**src/rtl/vu_vxu_banked8_conv_wb_queue.sv**
```systemverilog
// Writeback queue behind the fixed-latency conversion pipe: a valid/tag delay line
// tracks issued ops, results land in a FIFO, and the head is offered to the register file.
module vu_vxu_banked8_conv_wb_queue #(
  parameter int STAGES = 1,
  parameter int DEPTH  = 4,
  parameter int ADDR_W = 8,
  parameter int DATA_W = 65,
  parameter int EXC_W  = 5
) (
  input  logic              clk,
  input  logic              reset,
  input  logic              issue_val,
  output logic              issue_rdy,
  input  logic [ADDR_W-1:0] issue_vd,
  input  logic [DATA_W-1:0] conv_out,
  input  logic [EXC_W-1:0]  conv_exc,
  output logic              wb_val,
  input  logic              wb_rdy,
  output logic [ADDR_W-1:0] wb_addr,
  output logic [DATA_W-1:0] wb_data,
  output logic [EXC_W-1:0]  wb_exc,
  input  logic              exc_clr,
  output logic [EXC_W-1:0]  exc_flags
);

  localparam int PW = (DEPTH > 1) ? $clog2(DEPTH) : 1;
  localparam int CW = PW + 1;
  localparam int SW = $clog2(DEPTH + STAGES + 1) + 1;

  // Handshakes: a transfer happens on a rising edge where valid and ready are both high;
  // valid never depends combinationally on ready, and both ready outputs come from flops only.
  logic              fire;
  logic              push;
  logic              pop;

  logic [STAGES-1:0] line_vld;
  logic [ADDR_W-1:0] line_tag [STAGES];

  logic [ADDR_W-1:0] mem_addr [DEPTH];
  logic [DATA_W-1:0] mem_data [DEPTH];
  logic [EXC_W-1:0]  mem_exc  [DEPTH];
  logic [PW-1:0]     rd_ptr;
  logic [PW-1:0]     wr_ptr;
  logic [CW-1:0]     count;

  logic [SW-1:0]     inflight;
  logic [SW-1:0]     credit_used;

  assign fire = issue_val & issue_rdy;
  assign push = line_vld[STAGES-1];
  assign pop  = wb_val & wb_rdy;

  // Credits cover both ops still in the conversion pipe and results already buffered,
  // so a result emerging from the pipe always finds a free FIFO slot.
  always_comb begin
    inflight = '0;
    for (int i = 0; i < STAGES; i++) begin
      inflight = inflight + SW'(line_vld[i]);
    end
  end

  assign credit_used = inflight + SW'(count);
  assign issue_rdy   = credit_used < SW'(DEPTH);

  always_ff @(posedge clk) begin
    if (reset) begin
      line_vld <= '0;
    end else begin
      line_vld[0] <= fire;
      for (int i = 1; i < STAGES; i++) begin
        line_vld[i] <= line_vld[i-1];
      end
    end
  end

  always_ff @(posedge clk) begin
    line_tag[0] <= issue_vd;
    for (int i = 1; i < STAGES; i++) begin
      line_tag[i] <= line_tag[i-1];
    end
  end

  always_ff @(posedge clk) begin
    if (push) begin
      mem_addr[wr_ptr] <= line_tag[STAGES-1];
      mem_data[wr_ptr] <= conv_out;
      mem_exc[wr_ptr]  <= conv_exc;
    end
  end

  always_ff @(posedge clk) begin
    if (reset) begin
      rd_ptr <= '0;
      wr_ptr <= '0;
      count  <= '0;
    end else begin
      if (push) begin
        wr_ptr <= wr_ptr + PW'(1);
      end
      if (pop) begin
        rd_ptr <= rd_ptr + PW'(1);
      end
      case ({push, pop})
        2'b10:   count <= count + CW'(1);
        2'b01:   count <= count - CW'(1);
        default: count <= count;
      endcase
    end
  end

  assign wb_val  = (count != '0);
  assign wb_addr = mem_addr[rd_ptr];
  assign wb_data = mem_data[rd_ptr];
  assign wb_exc  = mem_exc[rd_ptr];

  // A clear in the same cycle as a commit keeps the committing result's flags.
  always_ff @(posedge clk) begin
    if (reset) begin
      exc_flags <= '0;
    end else if (pop) begin
      exc_flags <= (exc_clr ? '0 : exc_flags) | wb_exc;
    end else if (exc_clr) begin
      exc_flags <= '0;
    end
  end

endmodule

```
**config.mk**
```make
export PLATFORM = sky130hd
export DESIGN_NAME = vu_vxu_banked8_conv_wb_queue
export DESIGN_NICKNAME = d
export VERILOG_FILES = /design/src/rtl/vu_vxu_banked8_conv_wb_queue.sv
export SDC_FILE = /design/constraint.sdc
export NUM_CORES = 1
export LEC_CHECK = 0
export ABC_AREA = 1
export CELL_PAD_IN_SITES_DETAIL_PLACEMENT = 0
export CELL_PAD_IN_SITES_GLOBAL_PLACEMENT = 1
export CORE_MARGIN = 4
export CORE_UTILIZATION = 35
export CTS_CLUSTER_SIZE = 30
export DETAILED_ROUTE_END_ITERATION = 16
export PLACE_DENSITY = 0.76
export SYNTH_ARGS = -nofsm -noshare
export SYNTH_HDL_FRONTEND = slang
export SYNTH_SLANG_ARGS = --single-unit
```
**constraint.sdc**
```tcl
create_clock -name clk -period 2.3 [get_ports clk]
set_input_delay 0.23 -clock clk [delete_from_list [all_inputs] [get_ports clk]]
set_output_delay 0.23 -clock clk [all_outputs]
set_load 0.01 [all_outputs]
```
==> summary.txt, run 1 <==
Timing
  – Max Slew Vio Count: 0
  – Final Hold Viols: 0
  – Clock skew: around 13 ps
  – RSZ-0062 raised after global routing: yes
  – Max_slew headroom: 0.763
  – Final WS setup: -131 ps
  – Period utilization: 1.06
  – Worst slew pin tran: 356 ps
  – Count of final setup violators: 22
  – Crit path time final: 2430 ps
  – Fmax: 0.411 GHz

Critical path
  – Crit end category: primary output
  – Register-to-Register Path Depth: 10
  – Crit path cell chain: inv_2 -> buf_4 -> o21ai_0 -> o22ai_1 -> clkdlybuf4s50_1
  – Critical path's largest stage delay: 590 ps
  – Startpoint types: flip-flop
  – CP max FO: 23
  – Worst EP arrival: about 2200 ps
  – CP Data Required Time: ~2100 ps
  – Worst setup path category: reg2out
  – Crit-path slowest cell: clkdlybuf4s50_1

Floorplan
  – Area of the die: around 0.038 mm²
  – Ports: about 170
  – Core area: approximately 0.035 mm²
  – Std-Cell Rows: 68
  – Die width: roughly 200 µm
  – Die height: a little under 200 µm
  – Starting Density: 0.356

Final layout
  – Synth-to-Final Area Change: 30.9%
  – Layout fillers: between 3000 and 4000
  – Most frequent cells in the layout: edfxtp_1, nor2_1, o21ai_0
  – Share of cells above drive strength 1: 0.0999
  – Commonest non-fill, non-tap cell in the layout: edfxtp_1
  – Fin nets: 1143
  – Fin util: 0.466

Route
  – Initial DRC Count: roughly 530
  – WL final: between 20000 and 30000 µm
  – Post-route ant nets: 0
  – Drt wl/cell: ~19 µm
  – DRC: 0
  – DR vias/cell: between 4 and 5
  – 1st-pass router iterations: 4
  – Via count: between 7000 and 8000

Clock tree
  – CTS sink count: about 340
  – Clock buffer depth: 3
  – Hold_buf cts: 0
  – CTS H-tree lvls: 2
  – Worst skew pair latency: roughly 520 ps
  – Clk Tree Root Cell: clkbuf_16
  – TritonCTS clock tree: built
  – Clk slew on worst S/H paths: approximately 60 ps
  – Cts bufs inserted: 37

Run status
  – Failing checks: setup timing
  – Status: finished, violations left

Yosys
  – Post-Syn Instances: between 800 and 900
  – Ys Warns: 0
  – Syn Std Cell Area: between 0.01 and 0.015 mm²
  – Yosys reg bits: ~340
  – Post-synth net total: ~950
  – Syn avg cell area: 14.3 µm²
  – Sequential share of the synthesized area: 0.795
  – Cell variety after synth: 23

Power and ir drop
  – Clock power share: 0.324
  – Comb pwr share: 0.265
  – Cell-internal power: around 12000 µW
  – Sw frac: 0.286
  – Final Power: about 17000 µW
  – Sequential Power Share: 0.411
  – Pleak: 0.00569 µW
  – Power per cell area: 1070 mW/mm²
  – Net Sw Power: ~5000 µW
  – Worst vdd ir: approximately 830 µV

Hold path
  – Min-Delay Path Class: in2reg
  – Hold path depth: 1

Place
  – Hpwl dp: ~16000 µm
  – I/O Buffers: 167
  – Pre-CTS WS: approximately 260 ps
  – GP Congestion: a little under 0.7

Global route
  – GRT Util Overall: 0.138
  – First-pass GRT wire length: ~42000 µm
  – GRT overflow: 0
  – Pin count of the biggest net entering global routing: roughly 80
  – Initial antenna violation count: 0
  – Vias in the first global route: approximately 7300

Job
  – Max Cap Viol: 0
==> layer usage <==
metal / part of all wire / GRT usage / wire length, µm
met2: 0.50 / 0.234 / 14800
met4: 0.013 / 0.0321 / 391
met5: 0 / 0 / 0
met1: 0.44 / 0.183 / 13000
met3: 0.055 / 0.0330 / 1650
==> path summary, 6_finish.rpt <==
kind,to,startpoint,slack (ps)
min,line_tag[0][7],issue_vd[7],150
max,wb_addr[2],flip-flop,-130
max reg2reg,count[2],count[1],550
min reg2reg,exc_flags[4],exc_flags[4],470
==> layout make-up <==
cell class,count,area [µm²],area share
diodes,1,2.50,0.000155
clock buffers,47,1020,0.0628
clock inverters,19,158,0.00974
inverters,19,98.8,0.00611
multi-input cells,457,2220,0.137
flip-flops and latches,335,9840,0.608
well taps,455,569,0.0352
repair buffers,204,2280,0.141
==> cells in the mapped netlist (all sizes together) <==
cell type	instances	area share
edfxtp	312	0.76
nor2	151	0.046
o21ai	146	0.059
o22ai	73	0.037
nand2	44	0.013
buf	26	0.013
clkbuf	25	0.0077
dfxtp	23	0.037
inv	19	0.0060
nand3	17	0.0069
a21oi	11	0.0048
and2	5	0.0025
ha	5	0.0051
a211oi	2	0.0012
fa	1	0.0016
nor3b	1	0.00061
xor2	1	0.00071
==> power by group through the flow <==
stage	Combinational [µW]	Sequential [µW]	Clock [µW]
3_5_place_dp	4380	7240	0
2_1_floorplan	2140	7230	0
6_report	4610	7140	5630
5_1_grt	5030	7160	6060
4_1_cts	4260	7120	5800
3_3_place_gp	4350	7240	0
==> critical path, delay by kind of cell (launching register included) <==
kind | cells | cell delay (ps)
buffers and inverters | 3 | 940
flip-flops | 1 | 360
AO/OA/AOI/OAI | 2 | 360
==> sequential cells by signal (all words and copies together) (netlist names), named ones only <==
register   count
mem_data     260
mem_addr      32
mem_exc       20
line_tag       8
exc_flags      5
count          3
rd_ptr         2
wr_ptr         2
line_vld       1
==> cell families (layout without fill, tap and decap cells) <==
family / Yosys count / in the layout / share of synthesized area
buffers and inverters: 70 / 289 / 0.0263
other: 0 / 1 / 0
AND/OR/NAND/NOR: 218 / 218 / 0.0692
XOR/XNOR: 1 / 1 / 0.000709
flip-flops: 335 / 335 / 0.795
adder cells (fa/ha/maj): 6 / 6 / 0.00668
AO/OA/AOI/OAI: 232 / 232 / 0.102
==> metrics by stage <==
stage / hold slack (ps) / cell area (µm²) / instances / setup TNS, ps
floorplan: 258 / 12400 / 862 / 0
global placement: 452 / 14700 / 1457 / 0
detailed placement: 462 / 14700 / 1457 / 0
CTS: 123 / 15900 / 1523 / -6290
global route: 128 / 16200 / 1536 / -6080
finish: 153 / 16200 / 1537 / -1230
==> repair_timing <==
action | 4_1_cts | 5_1_grt
setup endpoints to repair | 78 | 52
gates cloned | 0 | 8
pin swaps | 0 | 1
setup buffers | 0 | 5
resized for setup | 27 | 54
(Power assumes the default switching activity.)
==> inputs of run 2 (changes only) <==
--- a/config.mk
+++ b/config.mk
@@ -10,9 +10,11 @@
 export CELL_PAD_IN_SITES_GLOBAL_PLACEMENT = 1
 export CORE_MARGIN = 4
 export CORE_UTILIZATION = 35
-export CTS_CLUSTER_SIZE = 30
+export CTS_CLUSTER_SIZE = 25
 export DETAILED_ROUTE_END_ITERATION = 16
 export PLACE_DENSITY = 0.76
+export RECOVER_POWER = 100
+export SETUP_SLACK_MARGIN = 0.1
 export SYNTH_ARGS = -nofsm -noshare
 export SYNTH_HDL_FRONTEND = slang
 export SYNTH_SLANG_ARGS = --single-unit
==> summary.txt, run 2 (same netlist as run 1, synthesis figures left out) <==
Timing
  – Setup_tns: 0 ps
  – Max Slew Vio Count: 0
  – Count of final setup violators: 0
  – Crit path time final: 2180 ps
  – Max_slew headroom: 0.178
  – Final Hold Viols: 0
  – Clock skew: 16.6 ps
  – Worst slew pin tran: roughly 1200 ps
  – Final WS setup: ~120 ps
  – RSZ-0062 raised after global routing: yes
  – Period utilization: 0.948
  – Fmax: 0.459 GHz

Final layout
  – Finished Cell Area: about 0.016 mm²
  – Share of cells above drive strength 1: 0.0968
  – Layout fillers: approximately 3200
  – Synth-to-Final Area Change: 27.9%
  – Fin nets: roughly 1100
  – Most flop-heavy register: mem_data
  – Fin util: 0.456
  – Multi-input logic area: between 0.002 and 0.0025 mm²
  – Most frequent cells in the layout: edfxtp_1, nor2_1, o21ai_0
  – Register Area: 0.00984 mm²
  – Max reg flops: between 200 and 300
  – Largest regs: mem_data: 260 flops, mem_addr: 32 flops, mem_exc: 20 flops
  – Commonest non-fill, non-tap cell in the layout: edfxtp_1
  – Ant diodes: 0

Critical path
  – Critical path's largest stage delay: roughly 360 ps
  – Worst path bufs/invs: 4
  – Crit path cell chain: buf_8 -> inv_16 -> buf_4 -> o21ai_0 -> o22ai_1 -> dlygate4sd2_1
  – Worst setup path category: reg2out
  – Startpoint types: flip-flop
  – Crit-path slowest cell: dfxtp_4
  – Crit end category: primary output
  – CP delay by family, top: buffers and inverters
  – CP Data Required Time: just over 2000 ps
  – Worst EP arrival: 1950 ps
  – CP max FO: 18

Place
  – I/O Buffers: between 150 and 200
  – Post-DP Area: 0.0147 mm²
  – Hpwl dp: roughly 16000 µm
  – Pre-CTS WS: around 270 ps
  – GP Congestion: slightly above 0.7

Route
  – Drt wl/cell: 19.5 µm
  – WL final: roughly 30000 µm
  – DRC: 0
  – Via count: 7658
  – Post-route ant nets: 0
  – 1st-pass router iterations: 4
  – Initial DRC Count: between 400 and 500
  – DR vias/cell: roughly 5.0

Clock tree
  – Clk Tree Root Cell: clkbuf_16
  – CTS sink count: 335
  – Clk slew on worst S/H paths: ~60 ps
  – Worst skew pair latency: 510 ps
  – TritonCTS clock tree: built
  – Hold_buf cts: 0
  – Clock buffer depth: 3
  – Cts bufs inserted: 36
  – CTS H-tree lvls: 2

Global route
  – GRT Util Overall: 0.149
  – Pin count of the biggest net entering global routing: 45
  – Vias in the first global route: 7685
  – Initial antenna violation count: 1
  – GRT overflow: 0
  – First-pass GRT wire length: 44800 µm

Job
  – Max Cap Viol: 0

Hold path
  – Min-Delay Path Class: in2reg

Floorplan
  – Core area: about 0.035 mm²
  – Die height: 196 µm
  – Std-Cell Rows: 68
  – Area of the die: around 0.038 mm²
  – Ports: ~170
  – Starting Density: 0.356
  – Die width: a little under 200 µm

Run status
  – Status: complete, no violations

Power and ir drop
  – Pleak: 0.00539 µW
  – Power per cell area: between 1000 and 1500 mW/mm²
  – Worst vdd ir: between 600 and 700 µV
[run 2: cell type report]
type                            count  area share
Clock buffer                       46      0.0607
Clock inverter                     18     0.00886
Inverter                           19     0.00601
Multi-Input combinational cell    457       0.139
Sequential cell                   335       0.622
Tap cell                          455      0.0360
Timing Repair Buffer              209       0.127
Timing Repair inverter              1    0.000237
[run 2: through the flow]
stage	instances	total power [µW]	hold WS [ps]
after floorplan	862	9360	258
after global placement	1459	11600	454
after detailed placement	1459	11700	461
after CTS	1536	17300	137
after global routing	1540	17800	240
final	1540	16900	264
[run 2: metal layers]
| layer | track usage | up-vias | share of wire |
|---|---|---|---|
| met2 | 0.243 | 211 | 0.47 |
| li1 | - | 3606 | - |
| met4 | 0.0362 | 2 | 0.016 |
| met5 | 0 | - | 0.00043 |
| met1 | 0.204 | 3804 | 0.46 |
| met3 | 0.0321 | 35 | 0.054 |
[run 2: final timing paths]
| path | startpoint | end | slack, ps | cells after the start |
|---|---|---|---|---|
| setup / recovery | flip-flop | wb_data[22] | 120 | 6 |
| hold / removal | issue_vd[2] | line_tag[0][2] | 260 | 1 |
| setup reg to reg | wr_ptr[0] | mem_data[0][21] | 200 | 5 |
| hold reg to reg | exc_flags[2] | exc_flags[2] | 470 | 2 |
[run 2: timing repair]
item	in CTS	in global routing
resized for setup	111	85
buffers inserted	7	0
pin swaps	3	10
gates cloned	6	4
setup endpoints to repair	78	62
[run 2: power breakdown]
group / internal, µW / switching (µW) / total (µW)
combinational: 1780 / 2630 / 4410
clock: 3170 / 2190 / 5370
sequential: 7010 / 110 / 7120
total: 12000 / 4940 / 16900
==> variant 1 (config.mk and constraints of run 1) <==
Set the parameter `ADDR_W` to 9 (it was 8).
--- a/src/rtl/vu_vxu_banked8_conv_wb_queue.sv
+++ b/src/rtl/vu_vxu_banked8_conv_wb_queue.sv
@@ -3,7 +3,7 @@
 module vu_vxu_banked8_conv_wb_queue #(
   parameter int STAGES = 1,
   parameter int DEPTH  = 4,
-  parameter int ADDR_W = 8,
+  parameter int ADDR_W = 9,
   parameter int DATA_W = 65,
   parameter int EXC_W  = 5
 ) (
Ports: changed (resized issue_vd and wb_addr); port bits go from 168 to 170. No check against the original RTL was run, so the function may have changed too.
==> variant 1 against run 1 <==
  * Final area increased by 1.5%
  * Sequential cell count increased by 5
  * Setup slack improved by 200 ps
  * Non-clock buffer count increased by 7
  * Total power increased by 1.1%
  * Wire length increased by 0.84%
  * Clock power increased by 0.7%
  * Critical path type unchanged
  * Area after synthesis increased by 1.9%
==> variant 1: results <==
drt:
  drt-total-wl_um: 30100
  drt_iter0_drc: 318
  vias: 7750
worst_setup_path:
  cp.arrival_ps: 2000
  path_max_fanout: 20
clock_network:
  clk_pin_slew_ps: 60
  cts_made_buffers: 37
  clock_latency_ps: 530
synthesis:
  synthTopCellsByCount: "edfxtp_1, nor2_1, o21ai_0"
  synth_edf_count: 316
  synthesis.nets: 963
  seq_area_frac_synth: 0.792
  synth_top_cells_by_area: "edfxtp_1, nor2_1, o21ai_0"
finish:
  fin_nets: 1162
  reg_top3: "mem_data: 260 flops, mem_addr: 36 flops, mem_exc: 20 flops"
  antenna_cells: 0
  fillerInstances: 3140
  final_area_um2: 16400
  drive_above_1_share: 0.103
place:
  dp_hpwl_um: 16700
  dpl_cell_area_um2: 15000
  port_buffers: 169
  gp_congestion: 0.719
power_and_ir_drop:
  p_leak_nw: 5.64
  ir_worst_vdd_uv: 651
  p_int_mw: 12.5
grt:
  grt_max_degree: 51
  antenna_found_initial: 2
  grt_pass1_vias: 7607
  grt_pass1_wl_um: 44400
  track_usage: 0.148
  grt.overflow.total: 0
sta:
  skew_ps: 9.59
  slew_headroom: 0.635
hold_path:
  hp-class: "in -> reg"
outcome:
  status: "completed"
variant 1: worst max-delay path: stages (launching register included):
cell             delay [ps]
dfxtp_4                 360
buf_8                   150
inv_16                  110
bufbuf_16               310
o21ai_0                  90
o22ai_1                 180
clkdlybuf4s15_2         260
variant 1: path summary, 6_finish.rpt:
kind                              end              startpoint  depth (start not counted)
min            line_tag[0][1]$_DFF_P_             issue_vd[1]                          1
max reg2reg     count[2]$_SDFFE_PP0P_   count[1]$_SDFFE_PP0P_                         10
min reg2reg  mem_addr[2][8]$_DFFE_PP_  line_tag[0][8]$_DFF_P_                          0
max                       wb_data[25]                register                          6
variant 1: layout make-up:
class / instances / area share
flip-flops and latches: 340 / 0.607
repair buffers: 211 / 0.143
multi-input cells: 462 / 0.136
clock buffers: 43 / 0.0583
well taps: 461 / 0.0351
clock inverters: 24 / 0.0135
inverters: 19 / 0.00640
repair inverters: 1 / 0.000533
variant 1: timing repair:
item,CTS,global route
gates resized for setup,93,28
setup endpoints to repair,79,21
pin swaps,2,1
hold buffers,0,0
setup buffers,8,0
gates cloned,7,1
variant 1: cells by family after synthesis:
group | synth area share
buffers and inverters | 0.0311
adders and majority gates | 0.00656
xor gates and xnor gates | 0.000696
AOI/OAI and AO/OA | 0.101
DFF | 0.792
and+or+nand+nor | 0.0686
variant 1: per-stage QoR:
| step | std cells | hold slack (ps) | setup WS (ps) |
|---|---|---|---|
| 2_1_floorplan | 873 | 258 | 52.3 |
| 3_5_place_dp | 1478 | 454 | 205 |
| 4_1_cts | 1560 | 121 | -148 |
| 3_3_place_gp | 1478 | 446 | 240 |
| 6_report | 1561 | 148 | 66.6 |
| 5_1_grt | 1561 | 133 | 0.0595 |
variant 1: power by group through the flow:
stage	sequential (mW)	clock (mW)	combinational, mW
final	7.22	5.67	4.68
after global routing	7.25	6.09	5.11
after CTS	7.22	5.86	4.72
after detailed placement	7.37	0	4.55
after global placement	7.35	0	4.50
after floorplan	7.33	0	2.29
variant 1: per-layer routing:
layer | GRT usage | wire length [um] | vias up
met2 | 0.246 | 14600 | 235
li1 | - | - | 3656
met1 | 0.191 | 12700 | 3811
met3 | 0.0420 | 2170 | 44
met5 | 0 | 26 | -
met4 | 0.0421 | 622 | 4
==> variant 2 (settings of run 1) <==
Without the edit above. Register the output `exc_flags` once more, with the module's reset; this adds one clock of latency there. The other outputs are not delayed to match.
--- a/src/rtl/vu_vxu_banked8_conv_wb_queue.sv
+++ b/src/rtl/vu_vxu_banked8_conv_wb_queue.sv
@@ -26,6 +26,8 @@
   localparam int PW = (DEPTH > 1) ? $clog2(DEPTH) : 1;
   localparam int CW = PW + 1;
   localparam int SW = $clog2(DEPTH + STAGES + 1) + 1;
+
+  logic [EXC_W-1:0] exc_flags_s0;
 
   // Handshakes: a transfer happens on a rising edge where valid and ready are both high;
   // valid never depends combinationally on ready, and both ready outputs come from flops only.
@@ -116,11 +118,19 @@
   // A clear in the same cycle as a commit keeps the committing result's flags.
   always_ff @(posedge clk) begin
     if (reset) begin
+      exc_flags_s0 <= '0;
+    end else if (pop) begin
+      exc_flags_s0 <= (exc_clr ? '0 : exc_flags_s0) | wb_exc;
+    end else if (exc_clr) begin
+      exc_flags_s0 <= '0;
+    end
+  end
+
+  always_ff @(posedge clk) begin
+    if (reset) begin
       exc_flags <= '0;
-    end else if (pop) begin
-      exc_flags <= (exc_clr ? '0 : exc_flags) | wb_exc;
-    end else if (exc_clr) begin
-      exc_flags <= '0;
+    end else begin
+      exc_flags <= exc_flags_s0;
     end
   end
 
Function: changed (a bounded check fails within 4 cycles, from zero or initial values and one cycle with reset high).
==> variant 2 against run 1 <==
  * Area after synthesis grew 2.2%
  * Count of clock-buffer cells in the layout grew 4
  * Total power shrank 2.4%
  * Wire length shrank 1.5%
  * Final area grew 0.40%
  * Core utilization shrank 0.94 points
  * Die area grew 2.1%
  * Sequential cell count grew 5
  * Hold slack gained 12 ps
  * Setup slack gained 230 ps
  * Synthesized cell count grew 4.1%
  * Critical endpoint is now wb_data[25]
  * Largest cell class unchanged
  * Highest routed layer is now met5
==> variant 2: results <==
place:
  dpl_cell_area_um2: 14900
  dp_cells: 1496
  gp_congestion: 0.699
  dp_hpwl_um: 15900
power_and_ir_drop:
  p_leak_nw: 5.68
sta:
  slew_headroom: 0.672
synthesis:
  synth_top_cells_by_area: "edfxtp_1, nor2_1, dfxtp_1"
  synthTopCellsByCount: "edfxtp_1, nor2_1, o21ai_0"
  synth.distinct_cells: 20
  synthesis.nets: 986
  syn_area_per_cell_um2: 14.1
worst_setup_path:
  path_max_fanout: 37
  cp-endpoint: "wb_data[25]"
  cp.arrival_ps: 1970
  ff2ff_path_depth: 13
drt:
  top_layer_used: "met5"
  met1_length_um: 12500
  wl_met3_um: 1870
  route.met2.wl_um: 14400
  drt_iter0_drc: 311
  vias: 7599
clock_network:
  postCtsSetupRepairBufs: 3
  cts_made_buffers: 36
  cts.repair.resized: 81
finish:
  fin_nets: 1170
  drive_above_1_share: 0.0848
  instances_no_fill: 1570
grt:
  grtUsageMet1: 0.184
  grt_pass1_vias: 7715
  grt_pass1_wl_um: 44000
  gr-usage-met3: 0.0413
  track_usage: 0.145
hold_path:
  hp-start: "issue_vd[2]"
  min_to: "line_tag[0][2]$_DFF_P_"
outcome:
  status: "completed"
==> variant 2: cell types whose count changed after synthesis, sizes merged, moves of 3 or more <==
cell | run 1 | this run
a21oi | 11 | 5
and2 | 5 | 0
buf | 26 | 30
clkbuf | 25 | 22
dfxtp | 23 | 28
inv | 19 | 36
nand2 | 44 | 52
nand3 | 17 | 9
nor2 | 151 | 169
o21ai | 146 | 150
or2 | 0 | 5
==> variant 2: report_power, final <==
| part | switching, mW | total, mW | internal, mW |
|---|---|---|---|
| Combinational | 2.38 | 4.13 | 1.74 |
| Clock | 2.24 | 5.59 | 3.35 |
| Sequential | 0.122 | 7.23 | 7.11 |
| Total | 4.75 | 17.0 | 12.2 |
==> variant 2: cell families after synthesis <==
family,after synthesis,synth area share
buffers and inverters,88,0.0385
and+or+nand+nor,235,0.0717
adders and majority gates,6,0.00653
DFF,340,0.786
AOI/OAI and AO/OA,228,0.0975
==> variant 2: area by class of cell <==
| cell class | instances | area, um2 |
|---|---|---|
| sequential | 340 | 9940 |
| clock buffer | 51 | 1030 |
| fill | 3219 | 19300 |
| tap | 461 | 577 |
| antenna | 1 | 2.50 |
| timing repair buffer | 198 | 2180 |
| multi-input combinational | 469 | 2220 |
| inverter | 36 | 164 |
| clock inverter | 14 | 130 |
==> variant 2: per-stage QoR <==
stage	TNS (ps)	total power, mW	hold WS, ps	setup slack (ps)	util
detailed placement	0	11.7	409	297	0.420
global placement	0	11.6	407	338	0.420
floorplan	0	9.56	258	83.2	-
finish	0	17.0	166	97.2	0.457
global route	-3.76	17.9	132	-3.76	0.457
CTS	-1060	17.2	135	-165	0.454
==> variant 2: critical path, cell delays in order (launching register included) <==
cell and delay, ps:
dfxtp_4 430, buf_12 190, buf_16 200, o21ai_0 120
o22ai_1 190, dlygate4sd2_1 320
